[src/rtl/lcd_pattern_gen.sv]
// Pixel-colour stage for the 800x480 LTM panel: turns sync-generator counters into RGB
// test patterns (bars, checker, grid, bouncing square) with sync re-timed to match.
module lcd_pattern_gen #(
    parameter int H_OFFSET = 216,
    parameter int V_OFFSET = 35,
    parameter int H_ACTIVE = 800,
    parameter int V_ACTIVE = 480,
    parameter int BOX_SIZE = 64
) (
    input  logic        CLK,
    input  logic        RST,
    input  logic [1:0]  iMODE,
    input  logic        iPAUSE,
    input  logic [10:0] Columna,
    input  logic [9:0]  Fila,
    input  logic        DEN,
    input  logic        HD,
    input  logic        VD,
    output logic [7:0]  oR,
    output logic [7:0]  oG,
    output logic [7:0]  oB,
    output logic        oHD,
    output logic        oVD,
    output logic        oDEN,
    output logic [7:0]  oFRAME
);

    typedef enum logic [1:0] {
        MODE_BARS    = 2'd0,
        MODE_CHECKER = 2'd1,
        MODE_GRID    = 2'd2,
        MODE_SQUARE  = 2'd3
    } mode_e;

    localparam logic [9:0] BX_MAX  = 10'(H_ACTIVE - BOX_SIZE);
    localparam logic [8:0] BY_MAX  = 9'(V_ACTIVE - BOX_SIZE);
    localparam logic [9:0] BAR_W   = 10'(H_ACTIVE / 8);
    localparam logic [9:0] X_LAST  = 10'(H_ACTIVE - 1);
    localparam logic [8:0] Y_LAST  = 9'(V_ACTIVE - 1);
    localparam logic [10:0] BOX_W  = 11'(BOX_SIZE);

    // Stage 1 registers
    logic [9:0] x_q;
    logic [8:0] y_q;
    logic       act_q, hd_q, vd_q, den_q;

    // Per-frame state
    logic       vd_d;
    mode_e      mode_q;
    logic [9:0] bx, bx_next;
    logic [8:0] by, by_next;
    logic       dx_neg, dx_next, dy_neg, dy_next;
    logic       fe;
    logic [23:0] rgb;

    assign fe = vd_d & ~VD;

    // NOTE: all clocked state uses non-blocking assignments so every register samples pre-edge values.
    always_ff @(posedge CLK) begin
        if (RST) begin
            x_q   <= '0;
            y_q   <= '0;
            act_q <= 1'b0;
            hd_q  <= 1'b1;
            vd_q  <= 1'b1;
            den_q <= 1'b1;
        end else begin
            x_q   <= 10'(Columna - 11'(H_OFFSET));
            y_q   <= 9'(Fila - 10'(V_OFFSET));
            act_q <= ~DEN;
            hd_q  <= HD;
            vd_q  <= VD;
            den_q <= DEN;
        end
    end

    // Bounce: reverse at either edge, stepping one pixel back inside the range.
    always_comb begin
        bx_next = bx;
        by_next = by;
        dx_next = dx_neg;
        dy_next = dy_neg;
        if (fe && !iPAUSE) begin
            if (!dx_neg && bx == BX_MAX) begin
                dx_next = 1'b1;
                bx_next = bx - 10'd1;
            end else if (dx_neg && bx == '0) begin
                dx_next = 1'b0;
                bx_next = 10'd1;
            end else begin
                bx_next = dx_neg ? bx - 10'd1 : bx + 10'd1;
            end
            if (!dy_neg && by == BY_MAX) begin
                dy_next = 1'b1;
                by_next = by - 9'd1;
            end else if (dy_neg && by == '0) begin
                dy_next = 1'b0;
                by_next = 9'd1;
            end else begin
                by_next = dy_neg ? by - 9'd1 : by + 9'd1;
            end
        end
    end

    always_ff @(posedge CLK) begin
        if (RST) begin
            vd_d   <= 1'b1;
            mode_q <= MODE_BARS;
            oFRAME <= '0;
            bx     <= '0;
            by     <= '0;
            dx_neg <= 1'b0;
            dy_neg <= 1'b0;
        end else begin
            vd_d   <= VD;
            bx     <= bx_next;
            by     <= by_next;
            dx_neg <= dx_next;
            dy_neg <= dy_next;
            if (fe) begin
                oFRAME <= oFRAME + 8'd1;
                mode_q <= mode_e'(iMODE);
            end
        end
    end

    logic [9:0]  bar_idx;
    logic [10:0] x_ext, bx_ext;
    logic [9:0]  y_ext, by_ext;
    logic        in_box;

    assign bar_idx = x_q / BAR_W;
    assign x_ext   = {1'b0, x_q};
    assign bx_ext  = {1'b0, bx};
    assign y_ext   = {1'b0, y_q};
    assign by_ext  = {1'b0, by};
    assign in_box  = (x_ext >= bx_ext) && (x_ext < bx_ext + BOX_W) &&
                     (y_ext >= by_ext) && (y_ext < by_ext + 10'(BOX_SIZE));

    always_comb begin
        rgb = 24'h000000;
        unique case (mode_q)
            MODE_BARS: begin
                case (bar_idx)
                    10'd0:   rgb = 24'hFFFFFF;
                    10'd1:   rgb = 24'hFFFF00;
                    10'd2:   rgb = 24'h00FFFF;
                    10'd3:   rgb = 24'h00FF00;
                    10'd4:   rgb = 24'hFF00FF;
                    10'd5:   rgb = 24'hFF0000;
                    10'd6:   rgb = 24'h0000FF;
                    default: rgb = 24'h000000;
                endcase
            end
            MODE_CHECKER: rgb = (x_q[5] ^ y_q[5]) ? 24'hFFFFFF : 24'h000000;
            MODE_GRID: rgb = (x_q[4:0] == 5'd0 || y_q[4:0] == 5'd0 ||
                              x_q == X_LAST || y_q == Y_LAST) ? 24'hFFFFFF : 24'h000080;
            MODE_SQUARE: rgb = in_box ? 24'hFF0000 : 24'h202020;
            default: rgb = 24'h000000;
        endcase
    end

    always_ff @(posedge CLK) begin
        if (RST) begin
            {oR, oG, oB} <= 24'h000000;
            oHD          <= 1'b1;
            oVD          <= 1'b1;
            oDEN         <= 1'b1;
        end else begin
            {oR, oG, oB} <= act_q ? rgb : 24'h000000;
            oHD          <= hd_q;
            oVD          <= vd_q;
            oDEN         <= den_q;
        end
    end

endmodule

[config.mk]
export PLATFORM = sky130hd
export DESIGN_NAME = lcd_pattern_gen
export DESIGN_NICKNAME = d
export VERILOG_FILES = /design/src/rtl/lcd_pattern_gen.sv
export SDC_FILE = /design/constraint.sdc
export NUM_CORES = 1
export LEC_CHECK = 0
export CORE_ASPECT_RATIO = 1.25
export CORE_MARGIN = 2
export CORE_UTILIZATION = 50
export CTS_CLUSTER_DIAMETER = 150
export DETAILED_ROUTE_END_ITERATION = 12
export MAX_ROUTING_LAYER = met4
export PLACE_DENSITY = 0.86
export SETUP_SLACK_MARGIN = 0.3
export SYNTH_ARGS = -nofsm -noshare
export SYNTH_HDL_FRONTEND = slang
export SYNTH_SLANG_ARGS = --single-unit
[constraint.sdc]
create_clock -name CLK -period 2.35 [get_ports CLK]
set_input_delay 0.47 -clock CLK [delete_from_list [all_inputs] [get_ports CLK]]
set_output_delay 0.47 -clock CLK [all_outputs]
set_load 0.05 [all_outputs]
==> results.ini, run 1 <==
[status]
run_status = finished, violations left
violations = setup timing

[run]
cap_violations = 0

[clock_network]
cts_tree = done
cts_buffers = 9
cts.hold.buffers_added = 0
worstSkewPairLatency_ps = 350
clock_sinks = 64
clkTransAtPathRegs_ps = 70
clk_path_buf_depth = 2
cts-root-buf = clkbuf_8
htreeDepth = 3

[critical_path]
r2r_cells = 11
path_buf_inv = 2
cp_cell_sequence = inv_2 > ha_4 > inv_2 > ha_4 > a21o_1 > a211oi_2 > o22ai_1 > a211o_1 > a211o_1 > or3_4 > a21oi_2
crit_type = reg -> reg
worstSetupStartpointType = register
cp_data_required_time_ps = 2640
worstReg2RegStart = bx[6]
crit_path_max_fanout = 3
r2r-end = oR[6]
critPathMaxStageDelay_ps = 350
worstPathArrival_ps = 2690
path_depth = 11
crit_family = compound AO/OA/AOI/OAI gates
slowest_stage = dfxtp_2
reg2reg_slack_ps = -50
end_kind = register

[layout]
final_cell_mix = nor2_1, buf_4, dfxtp_1, clkdlybuf4s50_1, ha_1
final_nets = 720
diodes = 0
drive_above_1_share = 0.234
syn_to_final_growth_pct = 33.1
final_area_um2 = 6020
final_util = 0.689
final_common_cell = nor2_1
fillers = 710

[global_routing]
overflow = 0
antenna_found_initial = 0
grt_pass1_wl_um = 19500
grt_pass1_vias = 4293
grt_max_degree = 22
grt.total_usage = 0.259

[floorplan]
num_rows = 38
initial_core_util = 0.517
die_width_um = 89.1
chipHeight_um = 110
coreArea_um2 = 8750
dieArea_um2 = 9830
io_pins = 64

[power]
p_sw_frac = 0.329
leakage_nw = 2.49
pwr-share-comb = 0.289
power.internal_mw = 1.91
clock_power_share = 0.295
peakVddDrop_mv = 0.330
seqPwrFrac = 0.416
p_sw_mw = 0.938
powerDensity_nw_per_um2 = 473
finalPower_mw = 2.85

[placement]
hpwl_um = 8840
io_buffers = 61
place_area_um2 = 5450
gp_congestion = 0.929

[logic_synthesis]
synth_top_area_share = 0.283
synth_top_area_cell = dfxtp_1
syn-instance-count = 564
syn_area_per_cell_um2 = 8.02
synth-seq-area-share = 0.283
async_flop_share = 0
synth.distinct_cells = 70
yosys_warnings = 0
ys_ff_latch = 64
syn_nets = 631
synth_edf_count = 0
synthTopCellsByArea = dfxtp_1, ha_1, nor2_1, a21oi_1, o21ai_0
netlist_area_um2 = 4530
ys.flop_type = dfxtp_1

[timing]
setup_tns_ps = -71.2
finalWorstSetupSlack_ps = -45.9
max_freq_mhz = 417
rsz0062_at_grt = yes
fin_crit_ps = 2400
tightest_slew_ps = 506
finalSetupViolations = 3
clock_skew_ps = 5.86
fin_crit_sh = 1.02
max_slew_margin = 0.662
maxSlewViolCount = 0
hold_viol = 0
fin_hold_ws_ps = 417

[detailed_routing]
drc_errors = 0
drt_iter0_drc = 490
num_vias = 4510
drt-total-wl_um = 12400
avgRoutedWirePerCell_um = 16.0
dr.pass1.iters = 5
postRouteAntennaNets = 0
avgViaCountPerCell = 5.80

[hold_path]
min_path_cells = 1
hold_end = oDEN
min_from = den_q
hold_path.class = reg -> reg

==> area by class of cell <==
type	count	area [um2]	share of cell area
clock buffers	13	149	0.0247
clock inverters	3	16.3	0.00270
inverters	31	121	0.0201
multi-input cells	422	3140	0.520
flip-flops and latches	64	1320	0.219
well taps	120	150	0.0249
repair buffers	125	1130	0.188
==> worst max path at each step <==
stage	from	to	slack, ps
3_5_place_dp	bx[7]	oR[6]	-130
5_1_grt	bx[6]	oR[6]	-130
3_3_place_gp	bx[7]	oR[6]	-60
2_1_floorplan	bx[6]	oR[6]	50
4_1_cts	bx[7]	oR[6]	-60
6_report	bx[6]	oR[6]	-50
==> flip-flops by register name (all words and copies together), names as in the netlist <==
name    count
oFRAME      8
oR          2
den_q       1
oDEN        1
oVD         1
dy_neg      1
dx_neg      1
oG          2
vd_d        1
oHD         1
oB          3
hd_q        1
bx         10
mode_q      2
y_q         9
act_q       1
x_q        10
by          9
==> cells by family (layout without fill, tap and decap cells) <==
group,Yosys count,after routing,share of synthesized area
compound gates,142,142,0.217
xor+xnor,28,28,0.0542
fa+ha+maj,38,38,0.105
buf+inv,78,172,0.0832
flops,64,64,0.283
mux,9,9,0.0205
simple gates,205,205,0.237
==> synth_stat cells, types with 7 or more instances <==
master	count
dfxtp_1	64
buf_2	13
or2_2	7
nor2_1	64
nor3_1	15
nand2_1	29
nand4_1	12
buf_4	18
mux2i_1	7
and3_1	7
nand3_1	11
or3_1	9
o21ai_0	31
xnor2_1	15
clkbuf_1	14
a21oi_1	33
xor2_1	13
inv_1	31
nor2b_1	19
ha_1	38
o21a_1	8
==> power by group through the flow <==
stage	logic, mW	registers [mW]	clock network (mW)
finish	0.822	1.19	0.841
detailed placement	0.729	1.21	0
CTS	0.734	1.19	0.850
floorplan	0.478	1.23	0
global route	0.891	1.19	0.899
global placement	0.706	1.21	0
==> through the flow <==
| step | worst slack (ps) | instances |
|---|---|---|
| 2_1_floorplan | 46.5 | 564 |
| 3_3_place_gp | -63.0 | 745 |
| 3_5_place_dp | -130 | 745 |
| 4_1_cts | -60.8 | 763 |
| 5_1_grt | -126 | 778 |
| 6_report | -45.9 | 778 |
==> timing repair <==
action                     in CTS  in global routing
gates resized for setup        47                 64
pin swaps                       6                 18
setup buffers                   2                 15
setup endpoints to repair      39                 24
==> layer usage <==
layer	global-route usage	up-vias	part of all wire
met5	-	-	0
li1	-	2195	-
met3	0.0410	43	0.047
met2	0.465	166	0.53
met1	0.278	2106	0.39
met4	0.113	0	0.033
No activity file was read; power rests on OpenSTA's default activity.
==> run 2, diff against run 1 <==
Settings changed: CORE_UTILIZATION 50 to 35, PLACE_DENSITY 0.86 to 0.66.
==> run 2 against run 1 <==
Net effect:
- sequential share of layout area fell by 1.0 points
- combinational power grew 1%
- highest routed layer unchanged
- the flow still finishes with violations (setup timing)
- count of clock-buffer cells in the layout shrank 3
- clock power rose by 59%
- critical path depth shrank 3
- cell count grew 7.1%
- fmax down 0.39%
- total power up 18%
- flip-flop and latch count unchanged
- worst setup slack worse by 9.4 ps
==> results.ini, run 2 (synthesis results as in run 1) <==
[timing]
setup_tns_ps = -55.3  ; +15.9 ps
clock_skew_ps = 6.92  ; +1.06 ps
hold_viol = 0  ; unchanged
fin_crit_sh = 1.02  ; +0.00401
tightest_slew_ps = 668  ; +161 ps
rsz0062_at_grt = yes
max_freq_mhz = 416  ; -0.39%
fin_crit_ps = 2410  ; +9.42 ps
max_slew_margin = 0.551  ; -0.111
maxSlewViolCount = 0  ; unchanged
finalWorstSetupSlack_ps = -55.3  ; -9.42 ps
finalSetupViolations = 1  ; -2

[layout]
diodes = 0  ; unchanged
final_cell_mix = nor2_1, buf_4, dfxtp_1, clkdlybuf4s50_1, ha_1
syn_to_final_growth_pct = 40.0
reg_top3 = bx: 10 flops, x_q: 10 flops
final_common_cell = nor2_1
drive_above_1_share = 0.251  ; +0.0171
fin_cells = 833  ; +7.1%
final_nets = 727  ; +0.97%
fillers = 1192  ; +68%
final_area_um2 = 6340  ; +5.2%

[critical_path]
cp_cell_sequence = inv_1 > ha_1 > a2111oi_0 > a21oi_1 > a211o_1 > a211o_1 > or3_1 > a21oi_2
worstSetupStartpointType = register
end_kind = register
crit_path_max_fanout = 2  ; -1
critPathMaxStageDelay_ps = 470  ; +120 ps
slowest_stage = a2111oi_0
crit_top_cell = a211o_1
cp_data_required_time_ps = 2610  ; -30 ps
worstPathArrival_ps = 2670  ; -20 ps
crit_type = reg -> reg

[placement]
dpl.cell_count = 793  ; +6.4%
gp_congestion = 0.883  ; -5.0%
place_area_um2 = 5490  ; +0.87%
io_buffers = 61  ; unchanged
hpwl_um = 9070  ; +2.6%

[clock_network]
clock_sinks = 64  ; unchanged
cts.hold.buffers_added = 0  ; unchanged
clkTransAtPathRegs_ps = 60  ; about the same
cts_buffers = 9  ; unchanged
clk_path_buf_depth = 2  ; unchanged
cts-root-buf = clkbuf_16
worstSkewPairLatency_ps = 330  ; -20 ps
htreeDepth = 3  ; unchanged
cts_tree = done

[detailed_routing]
routedLengthMet1_um = 5280  ; +8.8%
drt-total-wl_um = 12500  ; +0.66%
drc_errors = 0  ; unchanged
wl_met2_um = 6360  ; -3.2%
postRouteAntennaNets = 0  ; unchanged
num_vias = 4477  ; -0.73%
drt_iter0_drc = 213  ; -57%
avgRoutedWirePerCell_um = 15.0  ; -6.0%
wl_met3_um = 403  ; -31%
routed.top_layer = met4
avgViaCountPerCell = 5.37  ; -7.3%
dr.pass1.iters = 4  ; -1

[status]
run_status = finished, violations left
violations = setup timing

[power]
finalPower_mw = 3.35  ; +18%
peakVddDrop_mv = 0.414  ; +25%
powerDensity_nw_per_um2 = 529  ; +12%
leakage_nw = 2.71  ; +8.6%

[floorplan]
dieArea_um2 = 13900  ; +41%
initial_core_util = 0.357  ; -0.160
num_rows = 46  ; +21%
coreArea_um2 = 12700  ; +45%
chipHeight_um = 131  ; +19%
die_width_um = 106  ; +19%
io_pins = 64  ; unchanged

[hold_path]
hold_path.class = reg -> reg

[global_routing]
grt_pass1_wl_um = 19900  ; +2.0%
grt_pass1_vias = 4292  ; -0.023%
overflow = 0  ; unchanged
grt.total_usage = 0.180  ; -0.0793
grt_max_degree = 31  ; +41%
antenna_found_initial = 0  ; unchanged

[run]
cap_violations = 0  ; unchanged

run 2: changes by cell type in the layout (fill, tap and decap cells not counted), moves of 3 or more:
cell             delta
nor2b_1             -3
buf_4               +6
clkdlybuf4s50_1     +3
o21ai_1             -4
clkbuf_16           +9
clkbuf_8           -10
o21ai_0             +3
dlygate4sd2_1      -12
dlymetal6s2s_1      +9
run 2: metrics by stage:
step	setup slack, ps	hold WS (ps)	util
2_1_floorplan	46.5	389	-
3_3_place_gp	-56.8	395	0.434
3_5_place_dp	-133	398	0.434
4_1_cts	-73.0	414	0.472
5_1_grt	-162	428	0.500
6_report	-55.3	412	0.500
run 2: final timing paths:
kind            to   from  depth (start not counted)  slack (ps)
max reg2reg  oR[6]  by[3]                          8         -60
min reg2reg    oHD   hd_q                          1         410
min            oHD   hd_q                          1         410
max          oR[6]  by[3]                          8         -60
run 2: metal layers:
layer	vias to the layer above	global-route usage
li1	2207	-
met1	2120	0.198
met2	112	0.310
met3	38	0.0278
met4	0	0.0928
met5	-	-
run 2: final cells by class:
class | instances | area [um2] | share of cell area
multi-input combinational | 422 | 3170 | 0.500
sequential | 64 | 1320 | 0.208
timing repair buffer | 132 | 1210 | 0.192
clock buffer | 10 | 229 | 0.0361
tap | 168 | 210 | 0.0332
inverter | 31 | 124 | 0.0195
clock inverter | 6 | 68.8 | 0.0109
run 2: report_power, final:
group          total, mW  switching (mW)  internal (mW)
sequential          1.19          0.0582           1.13
clock               1.34           0.509          0.826
combinational      0.830           0.444          0.386
run 2: worst max-delay path, delay by kind of cell, from the launching register on:
kind / cells / cell delay (ps)
AOI/OAI and AO/OA: 5 / 1340
adders and majority gates: 1 / 290
buffers and inverters: 1 / 60
DFF: 1 / 320
and+or+nand+nor: 1 / 330
run 2: timing repair:
| action | CTS | global route |
|---|---|---|
| pin swaps | 6 | 17 |
| gates resized for setup | 41 | 74 |
| buffers inserted | 10 | 14 |
| setup endpoints to repair | 29 | 32 |
==> run 3, diff against run 2 <==
Settings changed: CORE_MARGIN 2 to 10, PLACE_DENSITY 0.66 to 0.64.
Clock period 2.35 ns to 2.8 ns, I/O delays scaled along.
==> run 3 against run 2 <==
Net effect:
- the flow now finishes without violations
- worst hold slack is essentially flat
- largest power group unchanged
- total power fell by 19%
- via count decreased by 6.1%
- register-to-register slack improved by 410 ps
- die area rose by 29%
- flip-flop and latch count unchanged
==> results.ini, run 3 (synthesis results as in run 1) <==
[power]
powerDensity_nw_per_um2 = 476  ; -10%
peakVddDrop_mv = 0.283  ; -32%
leakage_nw = 2.15  ; -21%

[timing]
setup_tns_ps = 0  ; +55.3 ps
rsz0062_at_grt = yes
finalSetupViolations = 0  ; -1
fin_crit_sh = 0.873  ; -0.150
fin_crit_ps = 2440  ; +39.5 ps
hold_viol = 0  ; unchanged
max_slew_margin = 0.629  ; +0.0787
maxSlewViolCount = 0  ; unchanged
max_freq_mhz = 409  ; -1.6%
clock_skew_ps = 6.51  ; -0.407 ps
finalWorstSetupSlack_ps = 355  ; +410 ps
tightest_slew_ps = 555  ; -113 ps

[hold_path]
hold_path.class = reg -> reg

[global_routing]
grt_pass1_vias = 4061  ; -5.4%
overflow = 0  ; unchanged
grt.total_usage = 0.133  ; -0.0462
antenna_found_initial = 0  ; unchanged
grt_pass1_wl_um = 19300  ; -2.7%
grt_max_degree = 37  ; +19%

[clock_network]
clk_path_buf_depth = 2  ; unchanged
cts-root-buf = clkbuf_16
cts_tree = done
htreeDepth = 3  ; unchanged
worstSkewPairLatency_ps = 330  ; about the same
clkTransAtPathRegs_ps = 50  ; about the same
cts.hold.buffers_added = 0  ; unchanged
clock_sinks = 64  ; unchanged
cts_buffers = 9  ; unchanged

[critical_path]
end_kind = register
slowest_stage = dfxtp_4
crit_type = reg -> reg
path_buf_inv = 2  ; +1
cp_data_required_time_ps = 3070  ; +460 ps
worstPathArrival_ps = 2720  ; +50 ps
critPathMaxStageDelay_ps = 360  ; -110 ps
cp_cell_sequence = inv_2 > ha_4 > inv_2 > ha_4 > a21o_1 > a211oi_2 > o22ai_1 > a211o_1 > a211o_1 > or3_1 > a21oi_2
worstSetupStartpointType = register
crit_family = compound AO/OA/AOI/OAI gates
crit_path_max_fanout = 3  ; +1

[floorplan]
initial_core_util = 0.357  ; unchanged
io_pins = 64  ; unchanged
die_width_um = 122  ; +15%
num_rows = 46  ; unchanged
coreArea_um2 = 12700  ; unchanged
chipHeight_um = 147  ; +12%
dieArea_um2 = 17900  ; +29%

[detailed_routing]
postRouteAntennaNets = 0  ; unchanged
avgRoutedWirePerCell_um = 14.8  ; -1.1%
drt-total-wl_um = 11700  ; -6.3%
drt_iter0_drc = 222  ; +4.2%
num_vias = 4203  ; -6.1%
avgViaCountPerCell = 5.33  ; -0.88%
dr.pass1.iters = 4  ; unchanged
drc_errors = 0  ; unchanged

[layout]
multi_input_area_um2 = 2960  ; -6.6%
drive_above_1_share = 0.145  ; -0.106
reg_top3 = bx: 10 flops, x_q: 10 flops
final_nets = 684  ; -5.9%
fillers = 1248  ; +4.7%
final_common_cell = nor2_1
diodes = 0  ; unchanged
syn_to_final_growth_pct = 26.2
seq_area_um2 = 1300  ; -1.6%
final_cell_mix = nor2_1, clkdlybuf4s50_1, dfxtp_1, ha_1, a21oi_1

[placement]
hpwl_um = 8940  ; -1.5%
gp_congestion = 0.893  ; +1.1%
io_buffers = 61  ; unchanged
place_ws_ps = 123  ; +257 ps

[run]
cap_violations = 0  ; unchanged

[status]
run_status = finished, final reports clean

-- run 3: where the power goes --
part	total, mW	switching (mW)	internal, mW
registers	1.01	0.0568	0.949
logic	0.585	0.324	0.261
clock network	1.13	0.416	0.711
total	2.72	0.796	1.92
-- run 3: per-layer routing --
layer,part of all wire,vias up,track usage
met5,0,-,-
met4,0.020,0,0.0538
met3,0.050,17,0.0341
met2,0.50,95,0.230
met1,0.43,1967,0.142
li1,-,2124,-
-- run 3: what timing repair did --
item	CTS	global route
setup endpoints to repair	4	12
pin swaps	3	3
setup buffers	3	6
gates resized for setup	5	29
-- run 3: stage by stage --
stage / cells / instance area (um2) / utilization / power, mW / hold slack [ps]
6_report: 789 / 5710 / 0.451 / 2.72 / 412
5_1_grt: 789 / 5710 / 0.451 / 2.85 / 431
4_1_cts: 783 / 5570 / 0.440 / 2.73 / 417
3_5_place_dp: 765 / 5240 / 0.414 / 1.59 / 403
3_3_place_gp: 765 / 5240 / 0.414 / 1.59 / 392
2_1_floorplan: 564 / 4530 / - / 1.42 / 389
-- run 3: path summary, 6_finish.rpt --
check	from	to	slack, ps	depth (start not counted)
max	bx[7]	oR[6]	360	11
min	hd_q	oHD	410	1
max reg2reg	bx[7]	oR[6]	360	11
min reg2reg	hd_q	oHD	410	1
-- run 3: worst reg2reg max path, stage by stage, from the launching register on --
cell and delay, ps:
dfxtp_4 360, inv_2 60, ha_4 260, inv_2 40, ha_4 200, a21o_1 180, a211oi_2 210, o22ai_1 110
a211o_1 240, a211o_1 280, or3_1 340, a21oi_2 110
-- run 3: area by class of cell --
cell class                      count  area share
Timing Repair Buffer               89       0.145
Inverter                           31      0.0204
Clock buffer                       11      0.0425
Sequential cell                    64       0.227
Clock inverter                      4     0.00942
Tap cell                          168      0.0368
Multi-Input combinational cell    422       0.518
==> RTL change 1, RTL diff (config.mk and constraints of run 2) <==
The output `oDEN` loses its register stage (`oDEN` becomes a continuous assignment).
--- a/src/rtl/lcd_pattern_gen.sv
+++ b/src/rtl/lcd_pattern_gen.sv
@@ -165,14 +165,14 @@
             {oR, oG, oB} <= 24'h000000;
             oHD          <= 1'b1;
             oVD          <= 1'b1;
-            oDEN         <= 1'b1;
         end else begin
             {oR, oG, oB} <= act_q ? rgb : 24'h000000;
             oHD          <= hd_q;
             oVD          <= vd_q;
-            oDEN         <= den_q;
         end
     end
 
+    assign oDEN = den_q;
+
 endmodule
 
Formal check against the unedited RTL: not equivalent (a bounded check fails within 4 cycles, from zero or initial values and one cycle with RST high).
==> RTL change 1 against run 2 <==
- non-clock buffer count decreased by 6
- final area decreased by 0.95%
- sequential cell count decreased by 1
- power increased by 0.51%
- largest cell class unchanged
- sequential share of layout area decreased by 0.26 points
- area after synthesis increased by 1.4%
- critical path depth increased by 3
- global-route usage increased by 0.15 points
- worst setup slack improved by 0.099 ns
- clock skew increased by 0.0027 ns
- wire length decreased by 0.34%
==> RTL change 1: results <==
export IMPL_r2r_worst_path_cells=11
export IMPL_drtIter0Drc=169
export IMPL_avgViaCountPerCell=5.45
export IMPL_swShare_pct=30.5
export IMPL_place_ws_ns=-0.0892
export IMPL_grt_use_met3_pct=3.56
export IMPL_grt_use_met1_pct=19.4
export IMPL_outcome="complete, no violations"
export IMPL_worstMarginPinSlew_ns=0.773
export IMPL_grt_pass1_wl_microns=20200
export IMPL_critPathSlowestCell="dfxtp_4"
export IMPL_drive_gt1_share_pct=24.1
export IMPL_cp_arrival_ns=2.51
export IMPL_synth_fp_nets=642
export IMPL_grt_max_degree=56
export IMPL_yosysUniqueCellTypes=71
export IMPL_synth_avg_cell_area_sq_um=7.98
export IMPL_cp_common_cell="ha_4"
export IMPL_synth_area_top_cells="dfxtp_1 (27%), ha_1 (10%), nor2_1 (4.2%)"
export IMPL_p_leak_uw=0.00259
export IMPL_ir_drop_mv=0.241
export IMPL_fin_nets=729
export IMPL_drt_wirelength_per_cell_microns=14.9
export IMPL_dp_hpwl_microns=8980
export IMPL_dp_cells=808
export IMPL_firstDrtPassIters=5
export IMPL_gp_congestion=0.880
export IMPL_cpPeakStageDelay_ns=0.37
export IMPL_finClkSkew_ns=0.00964
export IMPL_path_max_fanout=4
[RTL change 1: metrics by stage]
step | hold slack [ns] | cell area (sq um)
floorplan | 0.389 | 4640
global placement | 0.398 | 5590
detailed placement | 0.396 | 5590
CTS | 0.410 | 5990
global route | 0.445 | 6280
finish | 0.406 | 6280
[RTL change 1: area by class of cell]
| cell class | instances | area [sq um] |
|---|---|---|
| clock buffer | 10 | 239 |
| clock inverter | 6 | 70.1 |
| fill | 1219 | 6500 |
| inverter | 34 | 135 |
| multi-input combinational | 428 | 3190 |
| sequential | 63 | 1290 |
| tap | 168 | 210 |
| timing repair buffer | 126 | 1140 |
[RTL change 1: cells by family after synthesis]
kind of cell	synth area share, %
AOI/OAI and AO/OA	22.5
xor gates and xnor gates	4.96
adders and majority gates	10.6
buffers and inverters	9.00
DFF	27.5
muxes	1.09
and+or+nand+nor	24.4
[RTL change 1: layer usage]
metal | vias to the layer above | part of all wire [%]
met5 | - | 0
met2 | 125 | 53
met4 | 0 | 3.1
met1 | 2153 | 40
met3 | 30 | 4.0
li1 | 2243 | -
[RTL change 1: power by group through the flow]
stage / clock network (uW) / logic, uW / registers [uW]
6_report: 1370 / 832 / 1170
5_1_grt: 1440 / 906 / 1180
4_1_cts: 1400 / 776 / 1170
3_5_place_dp: 0 / 771 / 1190
3_3_place_gp: 0 / 751 / 1190
2_1_floorplan: 0 / 500 / 1220
[RTL change 1: path summary, 6_finish.rpt]
kind,start,to,slack [ns]
max reg2reg,bx[6]$_SDFFE_PP0P_,oG[5]$_SDFF_PP0_,0.04
max,bx[6]$_SDFFE_PP0P_,oG[5]$_SDFF_PP0_,0.04
min,hd_q$_SDFF_PP1_,oHD$_SDFF_PP1_,0.41
min reg2reg,hd_q$_SDFF_PP1_,oHD$_SDFF_PP1_,0.41
[RTL change 1: what timing repair did]
| action | CTS | global route |
|---|---|---|
| hold endpoints to repair | 0 | 0 |
| gates resized for setup | 42 | 56 |
| endpoints found under the setup margin | 41 | 31 |
| pin swaps | 13 | 33 |
| setup buffers | 3 | 8 |
==> RTL change 2, RTL diff (flow settings as in run 2) <==
Made on the original files. The parameter `V_OFFSET` goes from 35 to 17.
--- a/src/rtl/lcd_pattern_gen.sv
+++ b/src/rtl/lcd_pattern_gen.sv
@@ -2,7 +2,7 @@
 // test patterns (bars, checker, grid, bouncing square) with sync re-timed to match.
 module lcd_pattern_gen #(
     parameter int H_OFFSET = 216,
-    parameter int V_OFFSET = 35,
+    parameter int V_OFFSET = 17,
     parameter int H_ACTIVE = 800,
     parameter int V_ACTIVE = 480,
     parameter int BOX_SIZE = 64
Check against the original RTL: not equivalent (a bounded check fails within 4 cycles, from zero or initial values and one cycle with RST high).
==> RTL change 2 against run 2 <==
- cell count is 1.9% higher
- wire length is 3.5% higher
- final area is 1.5% higher
- area after synthesis is 0.33% higher
- power is 0.42% higher
- worst setup slack better by 0.13 ns
- sequential cell count stayed put
==> RTL change 2: results <==
export IMPL_outcome="complete, no violations"
export IMPL_fillers=1191
export IMPL_grt_max_degree=57
export IMPL_ys_top_cells_by_count="dfxtp_1 (64), nor2_1 (59), a21oi_1 (41)"
export IMPL_p_leak_uw=0.00261
export IMPL_cts_root_buf="clkbuf_16"
export IMPL_synth_yosys_seq_area_share_pct=28.2
export IMPL_grt_pass1_wl_microns=20200
export IMPL_crit_family="simple AND/OR/NAND/NOR gates"
export IMPL_ir_drop_mv=0.364
export IMPL_gp_congestion=0.881
export IMPL_dpl_instance_area_sq_um=5450
export IMPL_reg2reg_slack_ns=0.08
export IMPL_path_max_fanout=4
export IMPL_dp_hpwl_microns=8790
export IMPL_critPathSlowestCell="or4_4"
export IMPL_fin_nets=743
export IMPL_cp_arrival_ns=2.50
export IMPL_finClkSkew_ns=0.00651
export IMPL_r2r_start="by[7]$_SDFFE_PP0P_"
export IMPL_cpPeakStageDelay_ns=0.53
export IMPL_avgViaCountPerCell=5.35
export IMPL_worstMarginPinSlew_ns=0.627
export IMPL_largest_registers="bx (10), x_q (10)"
export IMPL_r2r_worst_path_cells=10
export IMPL_hold_slack_ns=0.416
export IMPL_synth_area_top_cells="dfxtp_1 (28%), ha_1 (10%), nor2_1 (4.9%)"
export IMPL_synth_fp_nets=645
export IMPL_yosysUniqueCellTypes=75
export IMPL_worstSetupEndpoint="oR[6]$_SDFF_PP0_"
-- RTL change 2: layout make-up --
cell class                      instances  area share (%)
Tap cell                              168            3.27
Timing Repair Buffer                  134            18.2
Clock inverter                          5           0.583
Sequential cell                        64            20.6
Multi-Input combinational cell        431            50.8
Clock buffer                           11            4.10
Inverter                               36            2.37
-- RTL change 2: how the worst min path moves through the flow --
stage                           from              end  cells past startpoint
floorplan           den_q$_SDFF_PP1_  oDEN$_SDFF_PP1_                      1
global placement     hd_q$_SDFF_PP1_   oHD$_SDFF_PP1_                      1
detailed placement   hd_q$_SDFF_PP1_   oHD$_SDFF_PP1_                      1
CTS                 den_q$_SDFF_PP1_  oDEN$_SDFF_PP1_                      1
global route        den_q$_SDFF_PP1_  oDEN$_SDFF_PP1_                      1
finish               hd_q$_SDFF_PP1_   oHD$_SDFF_PP1_                      1
-- RTL change 2: metal layers --
metal  track usage (%)  share of wire [%]  up-vias  wire length [microns]
li1                  -                  -     2261                      -
met1              21.0                 41     2146                   5310
met2              31.5                 52      111                   6780
met3              3.08                4.1       21                    534
met4              7.16                2.4        0                    310
met5                 -                  0        -                      0
-- RTL change 2: cells by family after synthesis --
group / Yosys count / synth area share, %
and+or+nand+nor: 222 / 26.5
AOI/OAI and AO/OA: 143 / 20.5
buffers and inverters: 83 / 8.79
DFF: 64 / 28.2
adders and majority gates: 38 / 10.5
xor gates and xnor gates: 21 / 4.05
muxes: 7 / 1.54
-- RTL change 2: repair_timing --
item                                    CTS  global route
pin swaps                                28            32
resized for setup                        61            66
hold buffers                              0             0
setup buffers                            23            11
endpoints found under the setup margin   44            27
-- RTL change 2: stage by stage --
stage	TNS, ns	utilization (%)	instances	total power, uW	setup slack [ns]
finish	0	50.8	849	3370	0.0784
global placement	0	43.1	799	1900	0.0922
global route	-0.0214	50.8	849	3510	-0.0135
CTS	0	47.6	838	3290	0.142
floorplan	0	-	578	1690	0.270
detailed placement	0	43.1	799	1910	0.0497
-- RTL change 2: report_power, final --
group / internal, uW / switching [uW] / total, uW
sequential: 1130 / 60.6 / 1190
combinational: 373 / 457 / 830
clock: 811 / 538 / 1350
total: 2310 / 1060 / 3370
-- RTL change 2: worst register-to-register path, cell delays in order, from the launching register on --
cell and delay, ns:
dfxtp_4 0.37, ha_4 0.16, xnor2_1 0.13, ha_1 0.32
nand2_1 0.07, or4_4 0.53, o21ai_2 0.16, a222oi_1 0.14
nand2_1 0.13, buf_4 0.12, o2bb2ai_2 0.05
